`src/rtl/axis_frame_receiver.sv`:
```
// axis_frame_receiver: strips a 6-word header from a framed AXIS stream, checks payload length against header and TLAST, forwards the payload
// Ports:
//   aclk, aresetn          clock, asynchronous active-low reset
//   s_axis_*               framed input stream (6 header words, then payload)
//   m_axis_*               payload output through a 1-deep register slice; tlast generated from the word count
//   hdr_flat               latched header, word k at [16k+15:16k]
//   hdr_valid              one-cycle pulse after header word 5 is accepted
//   frame_done             one-cycle pulse on good frame completion
//   err_flags              sticky {relu_viol, missing_tlast, early_tlast, short_header}
//   frame_count            good frames received (wraps)
//   relu_viol_count        payload words with MSB set (saturating)
// Optional feature macro: AXIS_FRAME_RX_RELU_CHECK_EN enables the ReLU sign check; otherwise relu_viol_count and err_flags[3] are 0.
module axis_frame_receiver #(
    parameter int DATA_WIDTH = 20,
    parameter int LEN_WIDTH  = 16
) (
    input  logic                  aclk,
    input  logic                  aresetn,
    input  logic [DATA_WIDTH-1:0] s_axis_tdata,
    input  logic                  s_axis_tvalid,
    output logic                  s_axis_tready,
    input  logic                  s_axis_tlast,
    output logic [DATA_WIDTH-1:0] m_axis_tdata,
    output logic                  m_axis_tvalid,
    input  logic                  m_axis_tready,
    output logic                  m_axis_tlast,
    output logic [95:0]           hdr_flat,
    output logic                  hdr_valid,
    output logic                  frame_done,
    output logic [3:0]            err_flags,
    output logic [LEN_WIDTH-1:0]  frame_count,
    output logic [LEN_WIDTH-1:0]  relu_viol_count
);
    typedef enum logic [1:0] {HDR, PAYLOAD, DRAIN, DONE} state_t;
    state_t               state;
    logic [2:0]           hdr_idx;
    logic [LEN_WIDTH-1:0] pay_cnt;
    logic [LEN_WIDTH-1:0] plen;
    logic [2:0]           err;
    logic                 accept;
    logic                 last_word;
    logic                 no_payload;
    // word3 and word0 are already latched when word 5 arrives, so the branch can read them from hdr_flat
    assign plen          = LEN_WIDTH'(hdr_flat[63:48]);
    assign no_payload    = hdr_flat[0] || (plen == '0);
    assign last_word     = (pay_cnt == plen - LEN_WIDTH'(1));
    assign s_axis_tready = (state == PAYLOAD) ? (!m_axis_tvalid || m_axis_tready) : (state != DONE);
    assign accept        = s_axis_tvalid && s_axis_tready;
    always_ff @(posedge aclk or negedge aresetn) begin
        if (!aresetn) begin
            state         <= HDR;
            hdr_idx       <= '0;
            pay_cnt       <= '0;
            hdr_flat      <= '0;
            err           <= '0;
            hdr_valid     <= 1'b0;
            frame_done    <= 1'b0;
            frame_count   <= '0;
            m_axis_tvalid <= 1'b0;
            m_axis_tlast  <= 1'b0;
            m_axis_tdata  <= '0;
        end else begin
            hdr_valid  <= 1'b0;
            frame_done <= 1'b0;
            if (m_axis_tready) m_axis_tvalid <= 1'b0;
            case (state)
                HDR: if (accept) begin
                    hdr_flat[16*hdr_idx +: 16] <= s_axis_tdata[15:0];
                    hdr_idx <= (hdr_idx == 3'd5 || s_axis_tlast) ? 3'd0 : hdr_idx + 3'd1;
                    if (hdr_idx != 3'd5) begin
                        if (s_axis_tlast) err[0] <= 1'b1;
                    end else begin
                        hdr_valid <= 1'b1;
                        pay_cnt   <= '0;
                        if (no_payload) begin
                            if (s_axis_tlast) state <= DONE;
                            else begin
                                err[2] <= 1'b1;
                                state  <= DRAIN;
                            end
                        end else if (s_axis_tlast) err[1] <= 1'b1;
                        else state <= PAYLOAD;
                    end
                end
                PAYLOAD: if (accept) begin
                    // an early TLAST still closes the downstream packet
                    m_axis_tvalid <= 1'b1;
                    m_axis_tdata  <= s_axis_tdata;
                    m_axis_tlast  <= last_word || s_axis_tlast;
                    pay_cnt       <= pay_cnt + LEN_WIDTH'(1);
                    if (last_word) begin
                        state <= s_axis_tlast ? DONE : DRAIN;
                        if (!s_axis_tlast) err[2] <= 1'b1;
                    end else if (s_axis_tlast) begin
                        err[1] <= 1'b1;
                        state  <= HDR;
                    end
                end
                DRAIN: if (accept && s_axis_tlast) state <= HDR;
                default: begin
                    frame_done  <= 1'b1;
                    frame_count <= frame_count + LEN_WIDTH'(1);
                    hdr_idx     <= '0;
                    state       <= HDR;
                end
            endcase
        end
    end
`ifdef AXIS_FRAME_RX_RELU_CHECK_EN
    logic relu_flag;
    always_ff @(posedge aclk or negedge aresetn) begin
        if (!aresetn) begin
            relu_flag       <= 1'b0;
            relu_viol_count <= '0;
        end else if (state == PAYLOAD && accept && s_axis_tdata[DATA_WIDTH-1]) begin
            relu_flag <= 1'b1;
            if (!(&relu_viol_count)) relu_viol_count <= relu_viol_count + LEN_WIDTH'(1);
        end
    end
    assign err_flags = {relu_flag, err};
`else
    assign relu_viol_count = '0;
    assign err_flags       = {1'b0, err};
`endif
endmodule
```
`config.mk`:
```
export PLATFORM = sky130hd
export DESIGN_NAME = axis_frame_receiver
export DESIGN_NICKNAME = d
export VERILOG_FILES = /design/src/rtl/axis_frame_receiver.sv
export SDC_FILE = /design/constraint.sdc
export NUM_CORES = 1
export LEC_CHECK = 0
export ABC_AREA = 1
export BUFFER_PORTS_ARGS = -buffer_cell sky130_fd_sc_hd__buf_2
export CORE_MARGIN = 1.5
export CORE_UTILIZATION = 58
export CTS_BUF_LIST = sky130_fd_sc_hd__clkbuf_8 sky130_fd_sc_hd__clkbuf_16
export CTS_CLUSTER_SIZE = 14
export DETAILED_ROUTE_END_ITERATION = 12
export GPL_ROUTABILITY_DRIVEN = 0
export PLACE_DENSITY = 0.91
export SLEW_MARGIN = 40
export SYNTH_ARGS = -nofsm -noshare
export SYNTH_HDL_FRONTEND = slang
export SYNTH_SLANG_ARGS = --single-unit
```
`constraint.sdc`:
```
create_clock -name aclk -period 5.07 [get_ports aclk]
set_clock_uncertainty 0.15 [all_clocks]
set_input_delay 1.014 -clock aclk [delete_from_list [all_inputs] [get_ports aclk]]
set_output_delay 1.014 -clock aclk [all_outputs]
set_load 0.02 [all_outputs]
```
==> run summary <==
Status = finished clean
Post-synth EDFFs = 0
WP depth = 9
Fmax = 0.315 GHz
Clock slew at reported path FFs = 60 ps
Tmin final = 3170 ps
Critical Path AT = 3320 ps
Router iterations before antenna repair = 5
Port Buffers = 164
H-tree Lvls = 4
Setup tns final = 0 ps
Largest net degree at the start of global routing = 89
Nets = 1,083
Core region area = 12,800 um2
Final Slew Violations = 0
RSZ-0062 raised after global routing = no
Final hold viol count = 0
Compound-Gate Fraction of Synth Area = 0.101
Area share of and/or/nand/nor cells after synthesis = 0.236
Diodes inserted = 0
Vias per inst = 5.54
Largest family of logic cells by synthesized area = simple AND/OR/NAND/NOR gates
Synth Area in Adders = 0.0196
GRT Overall Usage = 0.309
Hold Worst Slack = 322 ps
Starting Density = 0.601
Cell accounting for the most synthesized area = dfrtp_1
Async SR Flop Fraction = 1.00
WL met3 = 1960 um
Io pins = 182
Hold_buf cts = 0
GRT overflow = 0
Reg2Reg Depth = 9
Wire length on met2 = 10,400 um
Power density of the placed cells = 504 nW/um2
Vias in the first global route = 6,485
Filler cells = 920
CP startpoint = hdr_idx[0]
Die Y-Extent = 118 um
Delay-heaviest family, CP = simple AND/OR/NAND/NOR gates
Top cell type's share of synthesized area = 0.521
Crit path capture type = flip-flop
Final HPWL DP = 14,600 um
DRT antenna net count = 0
Total CTS buffers = 17
Synth Area in XOR/XNOR = 0.0331
Post-CTS Resized = 0
Cell row count = 41
Mux share of post-synthesis cell area = 0.00147
Yosys warning count = 0
Place WS = 1940 ps
Via count = 6,824
Post-Syn Instances = 889
Area overhead of the layout relative to synthesis = 19.2%
Post-CTS Setup Bufs = 0
Worst-skew pair later-pin latency = 430 ps
Critical Path Fanout Max = 23
Fin util = 0.717
R2r startpoint = hdr_idx[0]
FF+latch count, synth = 160
Final Setup Violations = 0
Worst reg2reg path endpoint = hdr_flat[26]
Die width = 118 um
MaxCap Viol Count = 0
CP Launch Type = flip-flop
Mean area per synthesized cell = 8.64 um2
Clock sink count = 160
Placed inst area = 8560 um2
Global-route wire length before repair = 33,500 um
Top layer in use = met4
Reg area = 4000 um2
Ys flop type = dfrtp_1
CP Cell Sequence = inv_1 -> ha_1 -> ha_1 -> inv_1 -> nor3_1 -> nand2_1 -> clkinv_1 -> nand2_1 -> nand2_1
Crit path buf inv count = 3
VDD IR max = 303 uV
Max-slew headroom = 0.495
DRC errors left = 0
Final wirelength = 21,100 um
CTS Root Cell = clkbuf_16
Wire length per cell = 17.1 um
Synth area leaders = dfrtp_1 52%, nand2_1 13%, inv_1 4.8%, o21ai_0 4.7%, nor2_1 2.3%
DIE AREA = 13,900 um2
Hold WC Path Type = flip-flop to flip-flop
Initial antenna violation count = 0
Lkg Pwr = 4.97 nW
Wl on met1 = 8160 um
Crit-path most repeated cell = nand2_1
Slowest cell on the critical path = dfrtp_1
Worst Path Required = 5220 ps
Final worst path period share = 0.626
Iteration-0 DRC Markers = 768
Clock Path Buffers = 2
Tightest Pin Transition = 756 ps
Dpl cells = 1,199
Flop2flop setup slack = 1900 ps
Synth Cell Area = 7680 um2
Final WS setup = 1900 ps
Post-route insts no fill = 1,231
Cell variety after synth = 50
CTS tree = yes
Multi-input logic area = 3070 um2
Final Power = 4.62 mW
Hold-critical path depth = 2
Sequential fraction of the synthesis area = 0.521
CP max stage delay = 600 ps
Share of cells above drive strength 1 = 0.229
Design Area, Final = 9150 um2
Worst setup endpoint = hdr_flat[26]
Critical path class = flip-flop to flip-flop
==> Yosys cell counts, types with 2 or more instances <==
library cell  number
a21oi_1           13
nand2_1          260
nor3_4             2
xor2_1            15
xnor2_1           14
inv_1             99
buf_4             18
nor2_1            47
nor3_1            16
buf_2              6
nand3_2            4
o22ai_1           13
o32ai_1            3
nand2_2            3
clkinv_1           5
a31oi_1            2
nor3_2             3
o21ai_2            2
nand3_1           32
o31ai_1           16
nand4_1            9
dfrtp_1          160
o21ai_0           72
nor2_2             6
nand3b_1           4
nor2_4             3
clkbuf_1          19
nand2_4            3
ha_1              12
inv_2              6
nor2_8             3
==> area by class of cell <==
class / instances / area share
inverters: 111 / 0.0457
well taps: 172 / 0.0235
repair buffers: 167 / 0.0931
multi-input cells: 589 / 0.336
clock inverters: 14 / 0.0168
flip-flops and latches: 160 / 0.437
clock buffers: 18 / 0.0480
==> where the power goes <==
| part | switching, mW | internal [mW] |
|---|---|---|
| Sequential | 0.223 | 1.55 |
| Combinational | 1.08 | 0.467 |
| Clock | 0.542 | 0.747 |
==> worst reg2reg max path: cells and delay by family, from the launching register on <==
family / cells / cell delay (ps)
buf+inv: 3 / 820
flops: 1 / 600
simple gates: 4 / 910
fa+ha+maj: 2 / 570
==> routing by layer <==
metal	vias to the layer above	track usage
met5	-	0
met3	49	0.0824
li1	3124	-
met1	3260	0.395
met2	391	0.505
met4	0	0.120
==> placed cells by master, fill, tap and decap left out, types with 2 or more instances in the layout <==
cell type,n
a21oi_1,13
a31oi_1,2
buf_2,163
buf_4,3
bufinv_16,2
clkbuf_16,17
clkbuf_8,2
clkinv_1,5
clkinv_2,2
clkinvlp_4,2
conb_1,17
dfrtp_1,160
ha_1,12
inv_1,100
inv_2,7
inv_6,4
inv_8,2
nand2_1,259
nand2_2,4
nand2_4,3
nand3_1,31
nand3_2,5
nand3b_1,4
nand4_1,9
nor2_1,47
nor2_2,6
nor2_4,3
nor2_8,3
nor3_1,16
nor3_2,3
nor3_4,2
o21ai_0,72
o21ai_2,2
o22ai_1,13
o31ai_1,16
o32ai_1,3
xnor2_1,14
xor2_1,15
==> registers in the layout, indices dropped and copies added (netlist names) <==
register	flops
frame_count	16
err	3
m_axis_tvalid	1
pay_cnt	16
m_axis_tdata	20
state	2
hdr_idx	3
m_axis_tlast	1
hdr_valid	1
hdr_flat	96
frame_done	1
==> how the worst min path moves through the flow <==
stage                           from                to
global placement              err[0]            err[0]
global route            hdr_flat[84]      hdr_flat[84]
detailed placement            err[0]            err[0]
floorplan                pay_cnt[11]       pay_cnt[11]
CTS                 m_axis_tdata[16]  m_axis_tdata[16]
finish              m_axis_tdata[16]  m_axis_tdata[16]
==> logic make-up after synthesis <==
family,count (synthesis)
buffers and inverters,156
AOI/OAI and AO/OA,132
adders and majority gates,12
DFF,160
muxes,1
and+or+nand+nor,398
other,1
xor gates and xnor gates,29
Power figures use the tool's default switching activity.
